[config.mk]
export PLATFORM = sky130hd
export DESIGN_NAME = mem_bus_arbiter
export DESIGN_NICKNAME = d
export VERILOG_FILES = /design/src/rtl/kianv_bus_pkg.sv /design/src/rtl/rr_arb_pick.sv /design/src/rtl/mem_bus_arbiter.sv
export SDC_FILE = /design/constraint.sdc
export NUM_CORES = 1
export LEC_CHECK = 0
export CORE_AREA = 4 4 123 125
export DETAILED_ROUTE_END_ITERATION = 12
export DIE_AREA = 0 0 127 129
export HOLD_SLACK_MARGIN = 0.05
export PLACE_DENSITY_LB_ADDON = 0.08
export SLEW_MARGIN = 40
export SYNTH_ARGS = -nofsm -noshare
export SYNTH_HDL_FRONTEND = slang
export SYNTH_HIERARCHICAL = 1
export SYNTH_SLANG_ARGS = --single-unit
[constraint.sdc]
create_clock -name clk -period 1.52 [get_ports clk]
set_input_delay 0.152 -clock clk [delete_from_list [all_inputs] [get_ports clk]]
set_output_delay 0.152 -clock clk [all_outputs]
set_load 0.03 [all_outputs]
[src/rtl/kianv_bus_pkg.sv]
// Shared types and constants for the two-master memory bus arbiter.
package kianv_bus_pkg;

  typedef enum logic [1:0] {
    IDLE = 2'd0,
    GNT0 = 2'd1,
    GNT1 = 2'd2
  } arb_state_t;

  localparam int unsigned ARB_CORE       = 0;
  localparam int unsigned ARB_AUX        = 1;
  localparam int unsigned ADDR_WIDTH_DEF = 34;
  localparam int unsigned DATA_WIDTH_DEF = 32;
  localparam int unsigned BURST_CNT_W    = 8;

endpackage

[src/rtl/rr_arb_pick.sv]
// Combinational winner select: round-robin with a bounded core-priority burst.
module rr_arb_pick
  import kianv_bus_pkg::*;
#(
  parameter int unsigned CPU_BURST_MAX = 4
) (
  input  logic [1:0]             req,
  input  logic                   last_owner,
  input  logic [BURST_CNT_W-1:0] burst_cnt,
  output logic [1:0]             winner
);

  localparam logic [BURST_CNT_W-1:0] BURST_MAX = BURST_CNT_W'(CPU_BURST_MAX);

  logic core_may_win;

  // Under contention the core keeps winning until its burst budget is spent.
  assign core_may_win = (last_owner == 1'(ARB_AUX)) ||
                        ((last_owner == 1'(ARB_CORE)) && (burst_cnt < BURST_MAX));

  always_comb begin
    winner = 2'b00;
    if (req[ARB_CORE] && !req[ARB_AUX]) begin
      winner[ARB_CORE] = 1'b1;
    end else if (req[ARB_AUX] && !req[ARB_CORE]) begin
      winner[ARB_AUX] = 1'b1;
    end else if (req[ARB_CORE] && req[ARB_AUX]) begin
      if (core_may_win) winner[ARB_CORE] = 1'b1;
      else              winner[ARB_AUX]  = 1'b1;
    end
  end

endmodule

[src/rtl/mem_bus_arbiter.sv]
// Two-master valid/ready arbiter in front of the memory/IO decoder; grant is
// locked per transaction and the core gets a bounded burst under contention.
module mem_bus_arbiter
  import kianv_bus_pkg::*;
#(
  parameter int unsigned ADDR_WIDTH    = ADDR_WIDTH_DEF,
  parameter int unsigned DATA_WIDTH    = DATA_WIDTH_DEF,
  parameter int unsigned CPU_BURST_MAX = 4
) (
  input  logic                    clk,
  input  logic                    reset,
  input  logic                    s0_valid,
  output logic                    s0_ready,
  input  logic [DATA_WIDTH/8-1:0] s0_wstrb,
  input  logic [ADDR_WIDTH-1:0]   s0_addr,
  input  logic [DATA_WIDTH-1:0]   s0_wdata,
  output logic [DATA_WIDTH-1:0]   s0_rdata,
  output logic                    s0_access_fault,
  input  logic                    s1_valid,
  output logic                    s1_ready,
  input  logic [DATA_WIDTH/8-1:0] s1_wstrb,
  input  logic [ADDR_WIDTH-1:0]   s1_addr,
  input  logic [DATA_WIDTH-1:0]   s1_wdata,
  output logic [DATA_WIDTH-1:0]   s1_rdata,
  output logic                    s1_access_fault,
  output logic                    m_valid,
  input  logic                    m_ready,
  output logic [DATA_WIDTH/8-1:0] m_wstrb,
  output logic [ADDR_WIDTH-1:0]   m_addr,
  output logic [DATA_WIDTH-1:0]   m_wdata,
  input  logic [DATA_WIDTH-1:0]   m_rdata,
  input  logic                    m_access_fault,
  output logic [1:0]              grant
);

  arb_state_t             state;
  logic                   last_owner;
  logic [BURST_CNT_W-1:0] burst_cnt;
  logic [BURST_CNT_W-1:0] burst_cnt_inc;
  logic [1:0]             winner;

  rr_arb_pick #(
    .CPU_BURST_MAX(CPU_BURST_MAX)
  ) u_pick (
    .req       ({s1_valid, s0_valid}),
    .last_owner(last_owner),
    .burst_cnt (burst_cnt),
    .winner    (winner)
  );

  assign burst_cnt_inc = (burst_cnt == '1) ? burst_cnt : burst_cnt + BURST_CNT_W'(1);

  // Arbitration FSM with the burst counter and last-owner history.
  always_ff @(posedge clk) begin
    if (reset) begin
      state      <= IDLE;
      grant      <= 2'b00;
      last_owner <= 1'(ARB_AUX);
      burst_cnt  <= '0;
    end else begin
      case (state)
        IDLE: begin
          if (winner[ARB_CORE]) begin
            state <= GNT0;
            grant <= winner;
          end else if (winner[ARB_AUX]) begin
            state <= GNT1;
            grant <= winner;
          end
        end
        GNT0: begin
          if (m_ready) begin
            state      <= IDLE;
            grant      <= 2'b00;
            last_owner <= 1'(ARB_CORE);
            burst_cnt  <= s1_valid ? burst_cnt_inc : '0;
          end
        end
        GNT1: begin
          if (m_ready) begin
            state      <= IDLE;
            grant      <= 2'b00;
            last_owner <= 1'(ARB_AUX);
            burst_cnt  <= '0;
          end
        end
        default: begin
          state <= IDLE;
          grant <= 2'b00;
        end
      endcase
    end
  end

  // Owner-only forwarding; the non-owner always sees an idle response.
  always_comb begin
    m_valid         = 1'b0;
    m_wstrb         = '0;
    m_addr          = '0;
    m_wdata         = '0;
    s0_ready        = 1'b0;
    s0_rdata        = '0;
    s0_access_fault = 1'b0;
    s1_ready        = 1'b0;
    s1_rdata        = '0;
    s1_access_fault = 1'b0;
    case (state)
      GNT0: begin
        m_valid         = s0_valid;
        m_wstrb         = s0_wstrb;
        m_addr          = s0_addr;
        m_wdata         = s0_wdata;
        s0_ready        = m_ready;
        s0_rdata        = m_rdata;
        s0_access_fault = m_access_fault;
      end
      GNT1: begin
        m_valid         = s1_valid;
        m_wstrb         = s1_wstrb;
        m_addr          = s1_addr;
        m_wdata         = s1_wdata;
        s1_ready        = m_ready;
        s1_rdata        = m_rdata;
        s1_access_fault = m_access_fault;
      end
      default: ;
    endcase
  end

endmodule

* After elaboration in Yosys (flattened, before gate mapping)
Index checks and enable logic that the tools add are counted.
** Operators by class
- Muxes and demuxes :: 31
- Reduce and logical (&&, ||, !) cells :: 13
- $lt $le $gt $ge :: 1
- Add/subtract/negate cells :: 1
- Bitwise logic cells :: 1
- Eq/ne operators :: 8
** Operators by type and width (count)
- $pmux 34 s2 :: 1
- $mux 32 :: 2
- $pmux 32 s2 :: 1
- $mux 8 :: 4
- $pmux 8 s2 :: 1
- $mux 1 :: 12
- $mux 2 :: 5
- $add 8x1->8 const B :: 1
- $eq 8x8->1 const B :: 1
- $lt 8x3->1 const B :: 1
- $pmux 2 s2 :: 2
- $pmux 4 s2 :: 1
- $logic_and 1x1->1 :: 4
- $ne 2x2->1 const B :: 2
- $pmux 1 s2 :: 2
- $reduce_and 4->1 :: 1
- $ne 3x2->1 const B :: 1
- $ne 3x3->1 const B :: 1
- $reduce_and 3->1 :: 1
- $eq 2x1->1 const B :: 1
- $eq 2x2->1 const B :: 1
- $logic_not 1->1 :: 2
- $logic_not 2->1 :: 1
- $ne 2x1->1 const B :: 1
- 5 further kinds :: 5
** Word-level totals
- Output and inout port bits :: 141
- Register bits :: 13
- Bits of input ports :: 178

* Logic depth before layout (Yosys ltp)
Gate-level depths: netlist of run 1.
- Depth after elaboration :: 10
- Mapped depth :: 8
- Mapped depth without buffers :: 6

* Modules after synthesis
The synthesis of run 1 kept the hierarchy.
** Modules (own cells, without submodules)
- mem_bus_arbiter :: instances 1, sequential area each 240.2 um^2, cells an instance 318, area an instance 2197.1 um^2
- rr_arb_pick :: instances 1, sequential area each 0.0 um^2, cells an instance 6, area an instance 57.6 um^2

* Least setup slack after synthesis of run 1
No wires, ideal clock.
- Path type :: flip-flop to output port
- Start :: reg, netlist name grant[0]
- End :: out m_wdata[15]
- Buffers on the path :: 3
- Stages on the path, launching flop included :: 8
- Arrival time :: 1702 ps
- Slack :: -334 ps
- Data required time :: 1368 ps
- Path through :: dfxtp_1 > inv_1 > ha_1 > buf_2 > clkbuf_1 > buf_2 > a22oi_1 > nor2b_1
** RTL lines
- to (decl) :: RTL line mem_bus_arbiter.sv:30 : output logic [DATA_WIDTH-1:0] m_wdata,

==> results of run 1 <==
==> Yosys cell counts, types with 2 or more instances <==
cell	n
nand2_1	9
a211oi_1	3
inv_1	6
and2_1	68
a21oi_1	3
nand2b_1	4
a22oi_1	71
dfxtp_1	12
nor2_1	5
nor3_1	4
nand3_1	4
o21ai_0	3
a32oi_1	2
buf_2	7
nor2b_1	72
buf_1	3
a32o_1	2
ha_1	4
o21a_1	2
clkbuf_1	23
==> power breakdown <==
part / switching (mW) / leakage (nW) / internal (mW)
combinational: 1.31 / 2.84 / 1.72
sequential: 0.00818 / 0.0985 / 0.327
clock: 0.138 / 0.0442 / 0.397
==> critical path: stages (launching register included) <==
cell,delay (ns)
dfxtp_2,0.35
buf_6,0.10
ha_4,0.20
buf_12,0.14
o21a_1,0.12
o31a_1,0.37
nand2_1,0.11
a32o_1,0.26
==> stage by stage <==
step	hold slack (ns)	total power [mW]	setup TNS, ns	util, %	setup WS (ns)
after global routing	0.5331	4.078	-27.74	55.48	-0.3055
after CTS	0.4900	3.681	-20.38	52.04	-0.2220
after global placement	0.4743	2.468	-0.8366	42.36	-0.1347
after floorplan	0.3483	1.395	-6.166	-	-0.08808
final	0.4865	3.908	-19.92	55.48	-0.2359
after detailed placement	0.4789	2.486	-1.255	42.36	-0.1632
==> flip-flops by register name, indices dropped and copies added (netlist names) <==
name,count
grant,2
state,1
burst_cnt,8
last_owner,1
==> area by class of cell <==
| type | instances | area (µm²) | share of cell area [%] |
|---|---|---|---|
| clock buffer | 4 | 88.84 | 1.154 |
| sequential | 12 | 244.0 | 3.168 |
| timing repair buffer | 389 | 4527 | 58.78 |
| inverter | 6 | 22.52 | 0.2924 |
| multi-input combinational | 271 | 2594 | 33.68 |
| tap | 180 | 225.2 | 2.924 |
==> path summary, 6_finish.rpt <==
check / to / slack [ns] / startpoint
max: burst_cnt[7] / -0.24 / grant[0]
max reg2reg: burst_cnt[7] / -0.24 / grant[0]
min reg2reg: last_owner / 0.49 / last_owner
min: last_owner / 0.49 / last_owner
==> per-layer routing <==
layer / vias up / global-route usage, %
met5: - / 0
met2: 167 / 36.64
met4: 0 / 3.281
met3: 22 / 3.404
li1: 1886 / -
met1: 1856 / 20.55
==> cell families (layout without fill, tap and decap cells) <==
kind of cell	Yosys count	count (layout)	synth area share (%)
mux	1	1	0.4440
flops	12	12	10.65
xor+xnor	1	1	0.3885
simple gates	169	169	46.39
fa+ha+maj	4	4	2.220
compound gates	96	96	32.19
buf+inv	41	399	7.713
==> timing repair <==
| action | CTS | global route |
|---|---|---|
| endpoints found under the hold margin | 0 | 0 |
| pin swaps | 25 | 13 |
| endpoints found under the setup margin | 146 | 149 |
| setup buffers | 5 | 9 |
| gates resized for setup | 250 | 35 |
| cloned | 9 | 14 |
==> impl_metrics.py, run 1 <==
metrics = {
    "drt": {
        "drt-total-wl_um": 17510,
        "drc": 0,
        "wire_per_inst_um": 20.31,
        "wl_met3_um": 1096,
        "wl_met2_um": 9627,
        "drt_iter0_drc": 122,
        "highest_layer": "met4",
        "num_vias": 3931,
        "dr.pass1.iters": 5,
        "antenna_left": 0,
        "vias_per_cell": 4.560,
        "wl_met1_um": 6451,
    },
    "power": {
        "powerDensity_nw_per_um2": 507.5,
        "p_leak_nw": 2.986,
        "vdd_drop_max_mv": 0.4044,
    },
    "synth": {
        "syn_inst": 324,
        "ys_types": 37,
        "synth_edf_count": 0,
        "netlist.area_leader.share_pct": 23.64,
        "yosysTopAreaCell": "a22oi_1",
        "ys_top_cells_by_area": "a22oi_1 24%, nor2b_1 20%, and2_1 19%",
        "synth_ff_type": "dfxtp_1",
        "synth_area_um2": 2255,
        "seq_area_frac_synth_pct": 10.65,
        "synth_warnings": 6,
        "synth_seq_cells": 12,
        "syn_area_per_cell_um2": 6.959,
        "syn_nets": 506,
        "synth-async-reset-ratio_pct": 0,
    },
    "cells_and_area": {
        "num-fill-cells": 1240,
        "drive_above_1_share_pct": 64.22,
        "num_antenna_cells": 0,
        "layout_commonest_cell": "clkdlybuf4s50_1",
        "fin_cells": 862,
        "areaGrowthSynthToFinish_pct": 241.6,
        "mostFrequentLayoutCells": "178 x clkdlybuf4s50_1, 135 x buf_6, 71 x a22oi_2, 71 x nor2b_2, 39 x and2_4",
        "fin_area_um2": 7701,
        "nets": 865,
    },
    "cts": {
        "holdBufCountCts": 0,
        "cts_tree": "built",
        "ctsHtreeMaxLevel": 1,
        "cts_buffers": 3,
        "cts_num_sinks": 12,
        "cts.path.max_buffers": 2,
        "cts_root_buf": "clkbuf_16",
        "clkLatencyLatePin_ns": 0.24,
        "cts.reportedPaths.clkPinSlew_ns": 0.05,
    },
    "floorplan": {
        "die_y_um": 129,
        "ios": 319,
        "start_util_pct": 16.24,
        "core_area_um2": 13880,
        "dieWidth_um": 127,
        "num_rows": 43,
        "dieArea_um2": 16380,
    },
    "timing": {
        "worstMarginPinSlew_ns": 0.4320,
        "slew_headroom_pct": 71.11,
        "finalMaxSlewViolations": 0,
        "setup_violations": 147,
        "fin_ws_ns": -0.2359,
        "grt_setup_unrepaired": "true",
        "finalCriticalPeriod_ns": 1.756,
        "worst_clock_skew_ns": 0.005027,
        "hold_viol_final": 0,
        "fin_crit_sh_pct": 115.5,
        "fmax_mhz": 569.5,
    },
    "job": {
        "cap_violations": 0,
    },
    "place": {
        "gp_congestion": 0.8500,
        "dp_hpwl_um": 12330,
        "placedCellCount": 823,
        "port_buffers": 318,
        "placed_cell_area_um2": 5879,
    },
    "worst_setup_path": {
        "criticalPathCategory": "reg2reg",
        "crit_required_ns": 1.65,
        "end_kind": "flop",
        "cp_data_arrival_time_ns": 1.88,
        "r2r_cells": 7,
        "cp_max_fo": 8,
        "cp-start-kind": "flop",
    },
    "grt": {
        "grt_pass1_vias": 4056,
        "grt_pass1_wl_um": 23910,
        "antenna_found_initial": 0,
        "track_usage_pct": 18.48,
        "overflow": 0,
        "grt_max_degree": 30,
    },
    "status": {
        "failed_checks": "setup timing",
        "run_status": "complete, but fails checks",
    },
    "hold_path": {
        "hold_depth": 1,
        "min_path_type": "reg2reg",
    },
}
(Power assumes the default switching activity.)
==> run 2: changes to the inputs <==
Settings changed: CORE_AREA 4 4 123 125 to 4 4 120 122, CTS_BUF_LIST from default to sky130_fd_sc_hd__clkbuf_2, DIE_AREA 0 0 127 129 to 0 0 124 126, HOLD_SLACK_MARGIN 0.05 to default.
==> impl_metrics.py, run 2 (synthesis gave the netlist of run 1 again) <==
metrics = {
    "status": {
        "run_status": "complete, but fails checks",
        "failed_checks": "setup timing",
    },
    "grt": {
        "grt_max_degree": 32,
        "grt_pass1_vias": 3764,
        "track_usage_pct": 19.52,
        "antenna_found_initial": 7,
        "grt_pass1_wl_um": 23400,
        "overflow": 0,
    },
    "place": {
        "placedCellCount": 814,
        "port_buffers": 318,
        "gp_congestion": 0.8310,
        "placed_cell_area_um2": 5747,
        "dp_hpwl_um": 13470,
    },
    "drt": {
        "drc": 0,
        "vias_per_cell": 4.600,
        "num_vias": 3887,
        "dr.pass1.iters": 4,
        "wire_per_inst_um": 21.67,
        "drt_iter0_drc": 124,
        "drt-total-wl_um": 18310,
        "antenna_left": 0,
    },
    "floorplan": {
        "num_rows": 42,
        "dieArea_um2": 15620,
        "ios": 319,
        "dieWidth_um": 124,
        "core_area_um2": 13190,
        "die_y_um": 126,
        "start_util_pct": 17.09,
    },
    "cells_and_area": {
        "num-fill-cells": 1191,
        "finalCoreUtilization_pct": 55.24,
        "fin_area_um2": 7286,
        "areaGrowthSynthToFinish_pct": 223.1,
        "layout_commonest_cell": "clkdlybuf4s50_1",
        "mostFrequentLayoutCells": "177 x clkdlybuf4s50_1, 128 x buf_6, 71 x a22oi_2",
        "drive_above_1_share_pct": 61.83,
        "top_register": "burst_cnt",
        "largest_reg_flops": 8,
        "reg.largest.list": "burst_cnt (8), grant (2)",
        "fin_cells": 845,
        "nets": 851,
    },
    "hold_path": {
        "min_path_type": "reg2reg",
    },
    "timing": {
        "finalCriticalPeriod_ns": 1.790,
        "worstMarginPinSlew_ns": 0.3639,
        "fin_crit_sh_pct": 117.8,
        "worst_clock_skew_ns": 0.003112,
        "slew_headroom_pct": 75.66,
        "hold_viol_final": 0,
        "setup_violations": 148,
        "fmax_mhz": 558.7,
        "finalMaxSlewViolations": 0,
        "grt_setup_unrepaired": "true",
        "setup_tns_ns": -30.11,
        "fin_ws_ns": -0.2698,
    },
    "worst_setup_path": {
        "criticalPathCategory": "reg2out",
        "timing.critical_path.buf_inv": 4,
        "slowest_delay_ns": 0.35,
        "cp_slowest_cell": "dfxtp_2",
        "cp_top_family": "buffers and inverters",
        "cp-start-kind": "flop",
        "crit_chain": "buf_6 > ha_4 > buf_8 > buf_8 > a22oi_2 > nor2b_2 > buf_12",
        "end_kind": "output port",
        "cp_data_arrival_time_ns": 1.64,
        "cp_max_fo": 5,
        "crit_required_ns": 1.37,
        "cp_common_cell": "buf_8",
    },
    "cts": {
        "clkLatencyLatePin_ns": 0.27,
        "cts_num_sinks": 12,
        "cts_tree": "built",
        "cts.path.max_buffers": 2,
        "cts_buffers": 3,
        "ctsHtreeMaxLevel": 1,
        "cts_root_buf": "clkbuf_2",
        "cts.reportedPaths.clkPinSlew_ns": 0.13,
    },
    "power": {
        "vdd_drop_max_mv": 0.2918,
        "p_leak_nw": 2.818,
        "powerDensity_nw_per_um2": 452.4,
    },
    "job": {
        "cap_violations": 0,
    },
}
==> run 2: cell count changes in the layout (fill, tap and decap cells not counted), sizes merged <==
cell,delta
buf,-13
clkbuf,-2
dlymetal6s2s,+1
clkinv,+1
clkdlybuf4s50,-1
diode,+1
==> run 2: report_power, final <==
| group | switching (mW) | total, mW | internal (mW) |
|---|---|---|---|
| sequential | 0.00909 | 0.333 | 0.324 |
| clock | 0.118 | 0.175 | 0.0572 |
| combinational | 1.25 | 2.79 | 1.54 |
==> run 2: what timing repair did <==
action / CTS / global route
gates resized for setup: 90 / 187
buffers inserted: 4 / 9
endpoints found under the setup margin: 150 / 151
endpoints found under the hold margin: 0 / 0
cloned: 2 / 12
hold buffers: 0 / 0
pin swaps: 2 / 12
==> run 2: through the flow <==
| step | hold slack, ns | worst slack [ns] | power, mW |
|---|---|---|---|
| detailed placement | 0.4944 | -0.1656 | 2.450 |
| CTS | 0.5276 | -0.3162 | 2.839 |
| global route | 0.5490 | -0.3551 | 3.464 |
| finish | 0.5194 | -0.2698 | 3.296 |
| global placement | 0.4803 | -0.1277 | 2.440 |
| floorplan | 0.3483 | -0.08808 | 1.395 |
==> run 2: area by class of cell <==
| type | count | area, µm² | share of cell area, % |
|---|---|---|---|
| multi-input combinational | 271 | 2587 | 35.51 |
| antenna | 1 | 2.502 | 0.03435 |
| sequential | 12 | 246.5 | 3.383 |
| timing repair buffer | 375 | 4188 | 57.48 |
| inverter | 6 | 22.52 | 0.3091 |
| clock inverter | 1 | 3.754 | 0.05152 |
| tap | 176 | 220.2 | 3.022 |
| clock buffer | 3 | 15.01 | 0.2061 |
==> run 2: metal layers <==
metal  GRT usage, %  wire (µm)  share of wire [%]
met3          9.193       2011                 11
met5              0         80               0.44
met2          34.68       9292                 51
met4          4.961        442                2.4
met1          20.58       6489                 35
==> run 2: path summary, 6_finish.rpt <==
check	start	endpoint	slack, ns	cells past startpoint
worst min-delay path	grant[1]	grant[1]	0.52	2
worst max register to register	grant[0]	burst_cnt[3]	-0.21	8
worst min register to register	grant[1]	grant[1]	0.52	2
worst max-delay path	state[1]	m_valid	-0.27	7
==> run 2: tightest hold or removal path, delay by kind of cell (launching register included) <==
family | cells | cell delay [ns]
simple gates | 1 | 0.07
compound gates | 1 | 0.06
flops | 1 | 0.36
==> run 3: changes to the inputs <==
Settings changed: CORE_AREA 4 4 120 122 to 4 4 122 124, DIE_AREA 0 0 124 126 to 0 0 126 128, REMOVE_ABC_BUFFERS from default to 1.
Clock period 1.52 ns to 1.96 ns, I/O delays scaled along.
==> impl_metrics.py, run 3 (synthesis gave the netlist of run 1 again) <==
metrics = {
    "worst_setup_path": {
        "cp-start-kind": "flop",
        "cp_top_family": "compound AO/OA/AOI/OAI gates",
        "cp_slowest_cell": "dfxtp_2",
        "cp_max_fo": 8,
        "crit_chain": "inv_2 > ha_4 > buf_4 > o21a_1 > o31a_1 > nand2_1 > a32o_1",
        "slowest_delay_ns": 0.37,
        "critPathLaunch": "state[1]",
        "end_kind": "flop",
        "cp_data_arrival_time_ns": 2.05,
        "timing.critical_path.buf_inv": 2,
        "criticalPathCategory": "reg2reg",
        "crit_required_ns": 2.14,
        "r2r_start": "state[1]",
    },
    "cells_and_area": {
        "fin_area_um2": 5732,
        "layout_commonest_cell": "clkdlybuf4s50_1",
        "seq_area_um2": 245.2,
        "areaGrowthSynthToFinish_pct": 154.2,
        "mostFrequentLayoutCells": "179 x clkdlybuf4s50_1, 126 x buf_4, 69 x a22oi_1",
        "reg.largest.list": "burst_cnt (8), grant (2)",
        "top_register": "burst_cnt",
        "num-fill-cells": 1434,
        "drive_above_1_share_pct": 28.27,
        "largest_reg_flops": 8,
        "nets": 809,
        "finalCoreUtilization_pct": 41.62,
        "fin_cells": 806,
        "multi_input_area_um2": 1911,
        "num_antenna_cells": 0,
    },
    "cts": {
        "clkLatencyLatePin_ns": 0.26,
        "cts.path.max_buffers": 2,
        "cts_num_sinks": 12,
        "cts_root_buf": "clkbuf_2",
        "holdBufCountCts": 0,
        "ctsHtreeMaxLevel": 1,
        "cts_tree": "built",
        "cts.reportedPaths.clkPinSlew_ns": 0.13,
        "cts_buffers": 3,
    },
    "drt": {
        "dr.pass1.iters": 4,
        "vias_per_cell": 4.406,
        "antenna_left": 0,
        "num_vias": 3551,
        "drc": 0,
        "drt-total-wl_um": 16850,
        "drt_iter0_drc": 166,
        "wire_per_inst_um": 20.90,
    },
    "timing": {
        "worstMarginPinSlew_ns": 0.4254,
        "fmax_mhz": 532.2,
        "grt_setup_unrepaired": "true",
        "worst_clock_skew_ns": 0.007530,
        "finalCriticalPeriod_ns": 1.879,
        "slew_headroom_pct": 71.64,
        "finalMaxSlewViolations": 0,
        "fin_crit_sh_pct": 95.86,
        "hold_viol_final": 0,
        "setup_violations": 0,
    },
    "place": {
        "gp_congestion": 0.9077,
        "placed_cell_area_um2": 5497,
        "port_buffers": 318,
        "placedCellCount": 796,
        "dp_hpwl_um": 13540,
    },
    "grt": {
        "grt_pass1_wl_um": 23000,
        "track_usage_pct": 18.29,
        "antenna_found_initial": 6,
        "grt_max_degree": 63,
        "overflow": 0,
        "grt_pass1_vias": 3483,
    },
    "power": {
        "total_power_mw": 2.040,
        "seqPwrFrac_pct": 12.9,
        "p_clk_share_pct": 6.3,
        "p_switching_mw": 0.8939,
        "powerDensity_nw_per_um2": 356.0,
        "combinationalPowerShare_pct": 80.8,
        "cell_internal_pwr_mw": 1.147,
        "vdd_drop_max_mv": 0.1859,
        "netSwitchingFraction_pct": 43.81,
        "p_leak_nw": 2.312,
    },
    "status": {
        "run_status": "completed",
    },
    "floorplan": {
        "die_y_um": 128,
        "start_util_pct": 16.37,
        "num_rows": 43,
        "dieWidth_um": 126,
        "core_area_um2": 13770,
        "ios": 319,
        "dieArea_um2": 16130,
    },
    "hold_path": {
        "hp-start": "burst_cnt[1]",
        "min_path_type": "reg2reg",
    },
    "job": {
        "cap_violations": 0,
    },
}
run 3: worst paths after layout:
check	end	slack, ns	cells after the start
worst max-delay path	burst_cnt[7]	0.08	7
worst max register to register	burst_cnt[7]	0.08	7
worst min register to register	burst_cnt[1]	0.51	2
worst min-delay path	burst_cnt[1]	0.51	2
run 3: per-stage QoR:
stage / hold slack, ns / worst slack, ns / setup TNS (ns)
3_5_place_dp: 0.4837 / 0.1719 / 0
3_3_place_gp: 0.4689 / 0.2004 / 0
4_1_cts: 0.5077 / -0.02112 / -0.02112
5_1_grt: 0.5401 / -0.01920 / -0.06586
6_report: 0.5110 / 0.08107 / 0
2_1_floorplan: 0.2622 / -1.454 / -165.47
run 3: final cells by class:
class                   count  area share, %
clock buffers               3         0.2620
clock inverters             1        0.06549
inverters                   6         0.3929
multi-input cells         271          33.33
flip-flops and latches     12          4.279
well taps                 180          3.929
repair buffers            333          57.74
run 3: power by group through the flow:
stage	registers, mW	clock network, mW	logic (mW)
finish	0.263	0.128	1.65
global route	0.265	0.147	1.75
CTS	0.262	0.133	1.56
detailed placement	0.267	0	1.53
global placement	0.266	0	1.53
floorplan	0.271	0	0.709
run 3: per-layer routing:
layer  wire length [µm]  vias to the layer above  share of wire, %  track usage (%)
met5                 82                        -              0.49                0
met4                 90                       12              0.53            1.514
met3               1382                       20               8.2            5.875
met2               8810                      168                52            33.49
met1               6479                     1599                38            21.75
li1                   -                     1752                 -                -
run 3: worst min-delay path, stage by stage, from the launching register on:
cell and delay [ns]:
dfxtp_1 0.35, nand2_1 0.07, a21oi_1 0.06
run 3: timing repair:
| action | 4_1_cts | 5_1_grt |
|---|---|---|
| setup endpoints to repair | 108 | 116 |
| setup buffers | 0 | 2 |
| pin swaps | 0 | 2 |
| resized for setup | 16 | 10 |
| cloned | 1 | 3 |
